**config.mk**
```make
export PLATFORM = sky130hd
export DESIGN_NAME = game_over_animator
export DESIGN_NICKNAME = d
export VERILOG_FILES = /design/src/rtl/game_over_animator.sv
export SDC_FILE = /design/constraint.sdc
export NUM_CORES = 1
export LEC_CHECK = 0
export CORE_UTILIZATION = 51
export CTS_CLUSTER_SIZE = 10
export DETAILED_ROUTE_END_ITERATION = 7
export PLACE_DENSITY = 0.79
export SETUP_SLACK_MARGIN = 0.05
export SLEW_MARGIN = 20
export SYNTH_ARGS = -nofsm -noshare
export SYNTH_HDL_FRONTEND = slang
export SYNTH_SLANG_ARGS = --single-unit
export TNS_END_PERCENT = 50
```
**constraint.sdc**
```tcl
create_clock -name pixel_clk_in -period 6.15 [get_ports pixel_clk_in]
set_input_delay 1.23 -clock pixel_clk_in [delete_from_list [all_inputs] [get_ports pixel_clk_in]]
set_output_delay 1.23 -clock pixel_clk_in [all_outputs]
set_load 0.05 [all_outputs]
```
**src/rtl/game_over_animator.sv**
```systemverilog
`default_nettype none
// game_over_animator: delayed, frame-stepped "game over" banner overlay producing sprite ROM addresses.
// Optional macro GAME_OVER_BLINK_EN blinks the held banner. Rev 1.0
module game_over_animator #(
   parameter int WIDTH           = 73,
   parameter int HEIGHT          = 9,
   parameter int NUM_FRAMES      = 2,
   parameter int TICKS_PER_FRAME = 8,
   parameter int DELAY_FRAMES    = 30,
   parameter int X_LIMIT         = 575,
   parameter int Y_LIMIT         = 239
) (
   input  logic                                        pixel_clk_in,
   input  logic                                        rst_in,
   input  logic [10:0]                                 hcount_in,
   input  logic [9:0]                                  vcount_in,
   input  logic                                        new_frame_in,
   input  logic                                        collision_in,
   input  logic                                        clear_in,
   input  logic [12:0]                                 x_in,
   input  logic [9:0]                                  y_in,
   input  logic [11:0]                                 offset_background,
   output logic [$clog2(WIDTH*HEIGHT*NUM_FRAMES)-1:0]  image_addr,
   output logic                                        in_sprite,
   output logic                                        active_out,
   output logic                                        done_out
);

   localparam int c_AW = $clog2(WIDTH * HEIGHT * NUM_FRAMES);
   localparam int c_FW = (NUM_FRAMES > 1) ? $clog2(NUM_FRAMES) : 1;
   localparam int c_TW = (TICKS_PER_FRAME > 1) ? $clog2(TICKS_PER_FRAME) : 1;
   localparam int c_DW = (DELAY_FRAMES > 0) ? $clog2(DELAY_FRAMES + 1) : 1;

   localparam logic [c_FW-1:0] c_LAST_FRAME = c_FW'(NUM_FRAMES - 1);
   localparam logic [c_TW-1:0] c_LAST_TICK  = c_TW'(TICKS_PER_FRAME - 1);
   localparam logic [c_DW-1:0] c_LAST_DELAY = c_DW'(DELAY_FRAMES - 1);
   localparam logic [13:0]     c_WIDTH14    = 14'(WIDTH);
   localparam logic [13:0]     c_HEIGHT14   = 14'(HEIGHT);
   localparam logic [31:0]     c_XLIM       = 32'(X_LIMIT);
   localparam logic [31:0]     c_YLIM       = 32'(Y_LIMIT);
   localparam logic [c_AW-1:0] c_ROW_STRIDE = c_AW'(WIDTH);
   localparam logic [c_AW-1:0] c_FRM_STRIDE = c_AW'(WIDTH * HEIGHT);

   typedef enum logic [1:0] {S_IDLE, S_ARMED, S_ANIMATE, S_HOLD} state_t;

   state_t          r_state_q;
   logic [c_DW-1:0] r_delay_q;
   logic [c_TW-1:0] r_tick_q;
   logic [c_FW-1:0] r_frame_q;
   logic [12:0]     r_x_q;
   logic [9:0]      r_y_q;
   logic [11:0]     r_offset_q;
   logic            r_active_q;
   logic            r_done_q;
   logic            r_sprite_q;
   logic [c_AW-1:0] r_addr_q;

   logic [13:0]     w_col, w_row, w_x_lo, w_x_hi, w_y_lo, w_y_hi, w_dx, w_dy;
   logic            w_hit_d;
   logic            w_show;
   logic [c_AW-1:0] w_addr_d;

`ifdef GAME_OVER_BLINK_EN
   logic            r_blink_q;
   logic [3:0]      r_blink_cnt_q;
   assign w_show = (r_state_q != S_HOLD) || r_blink_q;
`else
   assign w_show = 1'b1;
`endif

   // Banner bounds live in world space; the column is un-scrolled through the per-frame shadow offset.
   assign w_col  = 14'(hcount_in) + 14'(r_offset_q);
   assign w_row  = 14'(vcount_in);
   assign w_x_lo = 14'(r_x_q);
   assign w_x_hi = 14'(r_x_q) + c_WIDTH14;
   assign w_y_lo = 14'(r_y_q);
   assign w_y_hi = 14'(r_y_q) + c_HEIGHT14;
   assign w_dx   = w_col - w_x_lo;
   assign w_dy   = w_row - w_y_lo;

   assign w_hit_d = r_active_q
                    && (w_col >= w_x_lo) && (w_col < w_x_hi)
                    && (w_row >= w_y_lo) && (w_row < w_y_hi)
                    && (32'(hcount_in) <= c_XLIM)
                    && (32'(vcount_in) <= c_YLIM);

   assign w_addr_d = w_hit_d ? (c_AW'(w_dx) + c_AW'(w_dy) * c_ROW_STRIDE
                                + c_AW'(r_frame_q) * c_FRM_STRIDE)
                             : '0;

   always_ff @(posedge pixel_clk_in) begin
      if (rst_in) begin
         r_state_q     <= S_IDLE;
         r_delay_q     <= '0;
         r_tick_q      <= '0;
         r_frame_q     <= '0;
         r_x_q         <= '0;
         r_y_q         <= '0;
         r_offset_q    <= '0;
         r_active_q    <= 1'b0;
         r_done_q      <= 1'b0;
         r_sprite_q    <= 1'b0;
         r_addr_q      <= '0;
`ifdef GAME_OVER_BLINK_EN
         r_blink_q     <= 1'b0;
         r_blink_cnt_q <= '0;
`endif
      end else begin
         r_done_q   <= 1'b0;
         r_sprite_q <= w_hit_d && w_show;
         r_addr_q   <= w_addr_d;
         if (new_frame_in) begin
            r_offset_q <= offset_background;
         end
         if (clear_in) begin
            r_state_q  <= S_IDLE;
            r_active_q <= 1'b0;
         end else begin
            case (r_state_q)
               S_IDLE: begin
                  if (collision_in) begin
                     r_state_q <= S_ARMED;
                     r_x_q     <= x_in;
                     r_y_q     <= y_in;
                     r_delay_q <= '0;
                  end
               end
               S_ARMED: begin
                  if (DELAY_FRAMES == 0 || (new_frame_in && r_delay_q == c_LAST_DELAY)) begin
                     r_state_q  <= S_ANIMATE;
                     r_active_q <= 1'b1;
                     r_frame_q  <= '0;
                     r_tick_q   <= '0;
                  end else if (new_frame_in) begin
                     r_delay_q <= r_delay_q + c_DW'(1);
                  end
               end
               S_ANIMATE: begin
                  if (new_frame_in) begin
                     if (r_tick_q == c_LAST_TICK) begin
                        r_tick_q <= '0;
                        if (r_frame_q == c_LAST_FRAME) begin
                           r_state_q <= S_HOLD;
                           r_done_q  <= 1'b1;
`ifdef GAME_OVER_BLINK_EN
                           r_blink_q     <= 1'b1;
                           r_blink_cnt_q <= '0;
`endif
                        end else begin
                           r_frame_q <= r_frame_q + c_FW'(1);
                        end
                     end else begin
                        r_tick_q <= r_tick_q + c_TW'(1);
                     end
                  end
               end
               S_HOLD: begin
`ifdef GAME_OVER_BLINK_EN
                  if (new_frame_in) begin
                     r_blink_cnt_q <= r_blink_cnt_q + 4'd1;
                     if (r_blink_cnt_q == 4'd15) begin
                        r_blink_q <= ~r_blink_q;
                     end
                  end
`endif
               end
               default: begin
                  r_state_q  <= S_IDLE;
                  r_active_q <= 1'b0;
               end
            endcase
         end
      end
   end

   assign image_addr = r_addr_q;
   assign in_sprite  = r_sprite_q;
   assign active_out = r_active_q;
   assign done_out   = r_done_q;

endmodule
`default_nettype wire

```
Word-level counts from Yosys, hierarchy flattened
Index checks and enable logic that the tools add are counted.
- add/sub/neg operators: 10
- multiply operators: 2
- div/mod/pow operators: 0
- order comparisons: 6
- eq/ne operators: 11
- shift operators: 0
- muxes and demuxes: 20
- bitwise gates (word level): 5
- reductions and logical operators: 20
- operator list (cell ; number):
    adder 11 bit ; 2
    two-way mux 5 bit ; 3
    adder 13 x 7 -> 14 bit, second input constant ; 1
    < comparator 13 x 14 -> 1 bit ; 1
    inequality test 2 bit, second input constant ; 7
    adder 11 x 12 -> 13 bit ; 1
    greater-or-equal comparator 13 bit ; 1
    adder 10 x 4 -> 11 bit, second input constant ; 1
    less-or-equal comparator 11 x 10 -> 1 bit, second input constant ; 1
    < comparator 10 x 11 -> 1 bit ; 1
    multiplier 1 x 10 -> 11 bit, second input constant ; 1
    multiplier 11 x 7 -> 11 bit, second input constant ; 1
    subtractor 10 x 10 -> 11 bit ; 1
    subtractor 11 bit ; 1
    greater-or-equal comparator 10 bit ; 1
    less-or-equal comparator 10 x 8 -> 1 bit, second input constant ; 1
    two-way mux 2 bit ; 5
    case mux 5 bit (2 select lines) ; 1
    AND reduction 5 bit ; 2
    two-way mux 3 bit ; 3
    logical AND 1 bit ; 7
    case mux 2 bit (3 select lines) ; 1
    case mux 3 bit (2 select lines) ; 1
    AND reduction 6 bit ; 1
    18 further kinds ; 28
- register bits: 60
- bits in latches: 0
- memory bits (writable): 0
- bits in read-only memories: 0
- input port bits: 61
- output and inout port bits: 14
- word-level logic and storage cells: 85
- memories kept: 0

Longest topological paths before layout
Gate-level depths: netlist of the first run.
- depth in word-level cells: 10
- gate-level depth with buffers: 24
- mapped depth without buffers: 24

Least setup slack after synthesis of the first run
Ideal clock, no wire load.
- kind: input port to flip-flop
- start point: input vcount_in[0]
- end point: register r_addr_q[10] (netlist: image_addr[10])
- library setup time: 0.116 ns
- data arrival time: 5.996 ns
- required time: 6.034 ns
- setup slack: 0.038 ns
- cell stages on the path: 22
- buffers on the path: 0
- cell sequence: inv_1 > ha_1 > fa_1 > nor2b_4 > o21ai_2 > a21oi_1 > nor2_1 > xnor2_1 > fa_1 > inv_1 > fa_1 > inv_1 > fa_1 > fa_1 > xor2_1 > xnor2_1 > xnor2_1 > xnor3_1 > xnor2_2 > xnor3_1 > xnor2_1 > nor2b_1
- word-level cells in the longest chain between the ends: 7
- RTL lines (item ; line ; source):
    start: declaration ; 16 ; input logic [9:0] vcount_in,
    branches (longest 7 deep; another with subtractor 10 x 10 -> 11 bit) ; n/a ;
    end signal: assignment ; 111 ; r_addr_q <= w_addr_d;
    end: declaration ; 56 ; logic [c_AW-1:0] r_addr_q;
Parallel ways; which one is timed is not known.
A chain may end at the register's enable or synchronous reset.

Final worst setup path of the first run
- start point: input vcount_in[1]
- end point: register r_addr_q[10] (netlist: image_addr[10])
The elaborated chain is that of the path after synthesis.

==> impl_metrics.csv, run 1 <==
group,metric,value,unit
clock_network,htree_levels,3,
place,dp_hpwl,10820,um
synth,syn_avg_cell_area,8.389,sq um
sta,min_period,5.782,ns
sta,setup_tns,0,ns
final_layout,nFillCells,927,
clock_network,clockBufferDepth,2,
final_layout,area_delta_synth_final,25.82,%
synth,ys_seq_area_share,21.15,%
synth,yosys.area.top_type,"ha_1",
synth,synthTopCellsByArea,"ha_1 23%, dfxtp_1 21%, fa_1 8.5%",
synth,synth_nets,866,
detailed_routing,drt_iter0_markers,193,
job,drv_cap,0,
synth,syn_inst,677,
grt,grt_pass1_vias,4759,
hold_path,hold_class,"reg2reg",
clock_network,cts-buffers-inserted,9,
sta,skew,0.02130,ns
synth,synth_edf_count,0,
detailed_routing,wl_per_cell,14.22,um
floorplanning,coreArea,10840,sq um
pwr,power_density,337.6,nW/um^2
floorplanning,initial_utilization,52.39,%
final_layout,fin_nets,976,
sta,max_freq,172.9,MHz
place,io_buffers,74,
critical_path,crit_required,6.41,ns
clock_network,cts_sinks,60,
synth,yosys_warnings,0,
critical_path,crit_type,"in2reg",
synth,synth_most_common_cell,"ha_1",
sta,finalHoldViolCount,0,
hold_path,hold_depth,2,
run_status,status,"completed",
sta,worstMarginPinSlew,1.030,ns
detailed_routing,via_per_inst,5.283,
pwr,irDropWorstVdd,0.2268,mV
final_layout,final_core_util,65.92,%
critical_path,crit_chain,"dlymetal6s2s_1 -> ha_1 -> nor2b_1 -> o21a_1 -> nor2_1 -> xnor2_1 -> ha_1 -> fa_1 -> inv_2 -> fa_1 -> inv_1 -> fa_1 -> fa_2 -> xor2_1 -> xnor2_1 -> xnor2_1 -> xnor3_1 -> xnor2_2 -> xnor3_1 -> xnor2_1 -> nor2b_2",
synth,ys_seq_elements,60,
floorplanning,io_pins,75,
floorplanning,num_rows,38,
detailed_routing,ant_nets,0,
detailed_routing,drc_errors,0,
clock_network,clk_latency,0.37,ns
critical_path,timing.critical_path.slowest_cell_delay,0.52,ns
synth,synth_cell_types,51,
critical_path,ff2ff_path_depth,21,
critical_path,crit_top_cell,"xnor2_1",
detailed_routing,totalWireLength,13250,um
floorplanning,dieHeight,107.5,um
grt,track_usage,24.31,%
synth,synthArstFlopShare,0,%
synth,yosys-top-cells-count,"104 x ha_1, 94 x inv_1, 63 x nand2_1, 60 x dfxtp_1",
critical_path,crit_path_top_delay_cell,"fa_1",
grt,grt_overflow,0,
pwr,finalPower,2.412,mW
critical_path,crit_path_start_kind,"primary input",
final_layout,num_antenna_cells,0,
sta,slew_headroom,31.10,%
synth,synth_top_area_share,22.91,%
pwr,p_leak,3.200,nW
place,gp_congestion,0.8973,
place,dpl_cell_area,6825,sq um
floorplanning,die_w,107.5,um
sta,min_period_over_period,94.02,%
grt,antenna_found_initial,0,
clock_network,clkTransAtPathRegs,0.08,ns
grt,grt_pass1_wl,21840,um
final_layout,drive_above_1_share,10.10,%
detailed_routing,dr_total_vias,4924,
sta,grt_setup_unrepaired,"false",
clock_network,cts_hold_buffers,0,
clock_network,cts_root_buffer,"clkbuf_8",
floorplanning,die_area,11560,sq um
synth,syn_area,5679,sq um
critical_path,cp_max_fo,3,
sta,drv_slew,0,
sta,setup_viol,0,
critical_path,worst_ep_arrival_time,6.05,ns
critical_path,endpoint_kind,"flop",
grt,grt_max_degree,46,
final_layout,design_area,7146,sq um
detailed_routing,dr.pass1.iters,4,
clock_network,cts_tree,"built",
synth,synth_flop_cell,"dfxtp_1",
## placed cells by master, fill, tap and decap left out, types with 3 or more instances in the layout
cell,instances
ha_1,100
inv_1,92
clkdlybuf4s50_1,69
nand2_1,63
dfxtp_1,60
nor2_1,51
a21oi_1,50
xnor2_1,41
buf_4,40
fa_1,22
nor3_1,20
o21ai_0,20
nand3_1,15
mux2i_1,13
nor2b_1,10
clkbuf_8,9
xor2_1,8
a21o_1,6
o21bai_1,6
o21a_1,5
a31oi_1,5
o211ai_1,5
a211oi_1,5
nand4_1,5
dlymetal6s2s_1,5
o21ai_1,4
nand2b_1,4
ha_4,4
xnor2_2,3
or3_1,3
nor4b_1,3
clkinv_4,3
## path summary, 6_finish.rpt
kind / slack, ns / to / from
worst max register to register: 0.81 / image_addr[10] / r_y_q[1]
worst max-delay path: 0.37 / image_addr[10] / vcount_in[1]
worst min register to register: 0.46 / r_x_q[8] / r_x_q[8]
worst min-delay path: 0.46 / r_x_q[8] / r_x_q[8]
## flip-flops by register name, indices dropped and copies added, names as in the netlist
name        flops
r_x_q          13
r_offset_q     12
image_addr     11
r_y_q          10
r_delay_q       5
r_tick_q        3
r_state_q       2
active_out      1
done_out        1
in_sprite       1
r_frame_q       1
## stage by stage
step                setup WS (ns)  std cells  hold WS [ns]
floorplan                  0.1029        677        0.4356
global placement          -0.4918        914        0.4452
detailed placement        -0.6414        914        0.4465
CTS                       0.05544        932        0.4569
global route               0.1652        932        0.4903
finish                     0.3676        932        0.4560
## final cells by class
cell class | count | area (sq um) | share of cell area, %
multi-input combinational | 508 | 4164 | 58.27
tap | 140 | 175.2 | 2.451
clock buffer | 9 | 123.9 | 1.734
inverter | 94 | 352.8 | 4.938
sequential | 60 | 1201 | 16.81
timing repair buffer | 114 | 1054 | 14.74
clock inverter | 7 | 75.07 | 1.051
## worst max-delay path: cells and delay by family
family | cells | cell delay (ns)
compound gates | 1 | 0.16
xor+xnor | 8 | 1.45
fa+ha+maj | 6 | 2.52
buf+inv | 3 | 0.27
simple gates | 3 | 0.41
## cell families after synthesis
| family | synth area share [%] |
|---|---|
| AND/OR/NAND/NOR | 16.02 |
| multiplexers | 2.291 |
| buffers and inverters | 7.226 |
| AO/OA/AOI/OAI | 13.00 |
| adder cells (fa/ha/maj) | 31.37 |
| XOR/XNOR | 8.945 |
| flip-flops | 21.15 |
## repair_timing
action                                  CTS  global route
endpoints found under the setup margin    1             2
setup buffers                             2             0
gates resized for setup                  11            11
pin swaps                                11            13
## routing by layer
metal  up-vias  part of all wire, %  track usage (%)
met2       100                   46            40.38
met1      2303                   47            31.45
met5         -                    0                0
li1       2507                    -                -
met3        14                  5.9            4.782
met4         0                  1.5            8.023
## where the power goes
| group | internal, mW | switching (mW) | total, mW |
|---|---|---|---|
| sequential | 0.403 | 0.0135 | 0.416 |
| combinational | 0.873 | 0.757 | 1.63 |
| clock | 0.189 | 0.177 | 0.366 |
No activity file was read; power rests on OpenSTA's default activity.
==> run 2, diff against run 1 <==
--- a/config.mk
+++ b/config.mk
@@ -14,4 +14,4 @@
 export SYNTH_ARGS = -nofsm -noshare
 export SYNTH_HDL_FRONTEND = slang
 export SYNTH_SLANG_ARGS = --single-unit
-export TNS_END_PERCENT = 50
+export TNS_END_PERCENT = 1
==> results of run 2 <==
The final DEF is identical to that of run 1; final timing and power are the same.
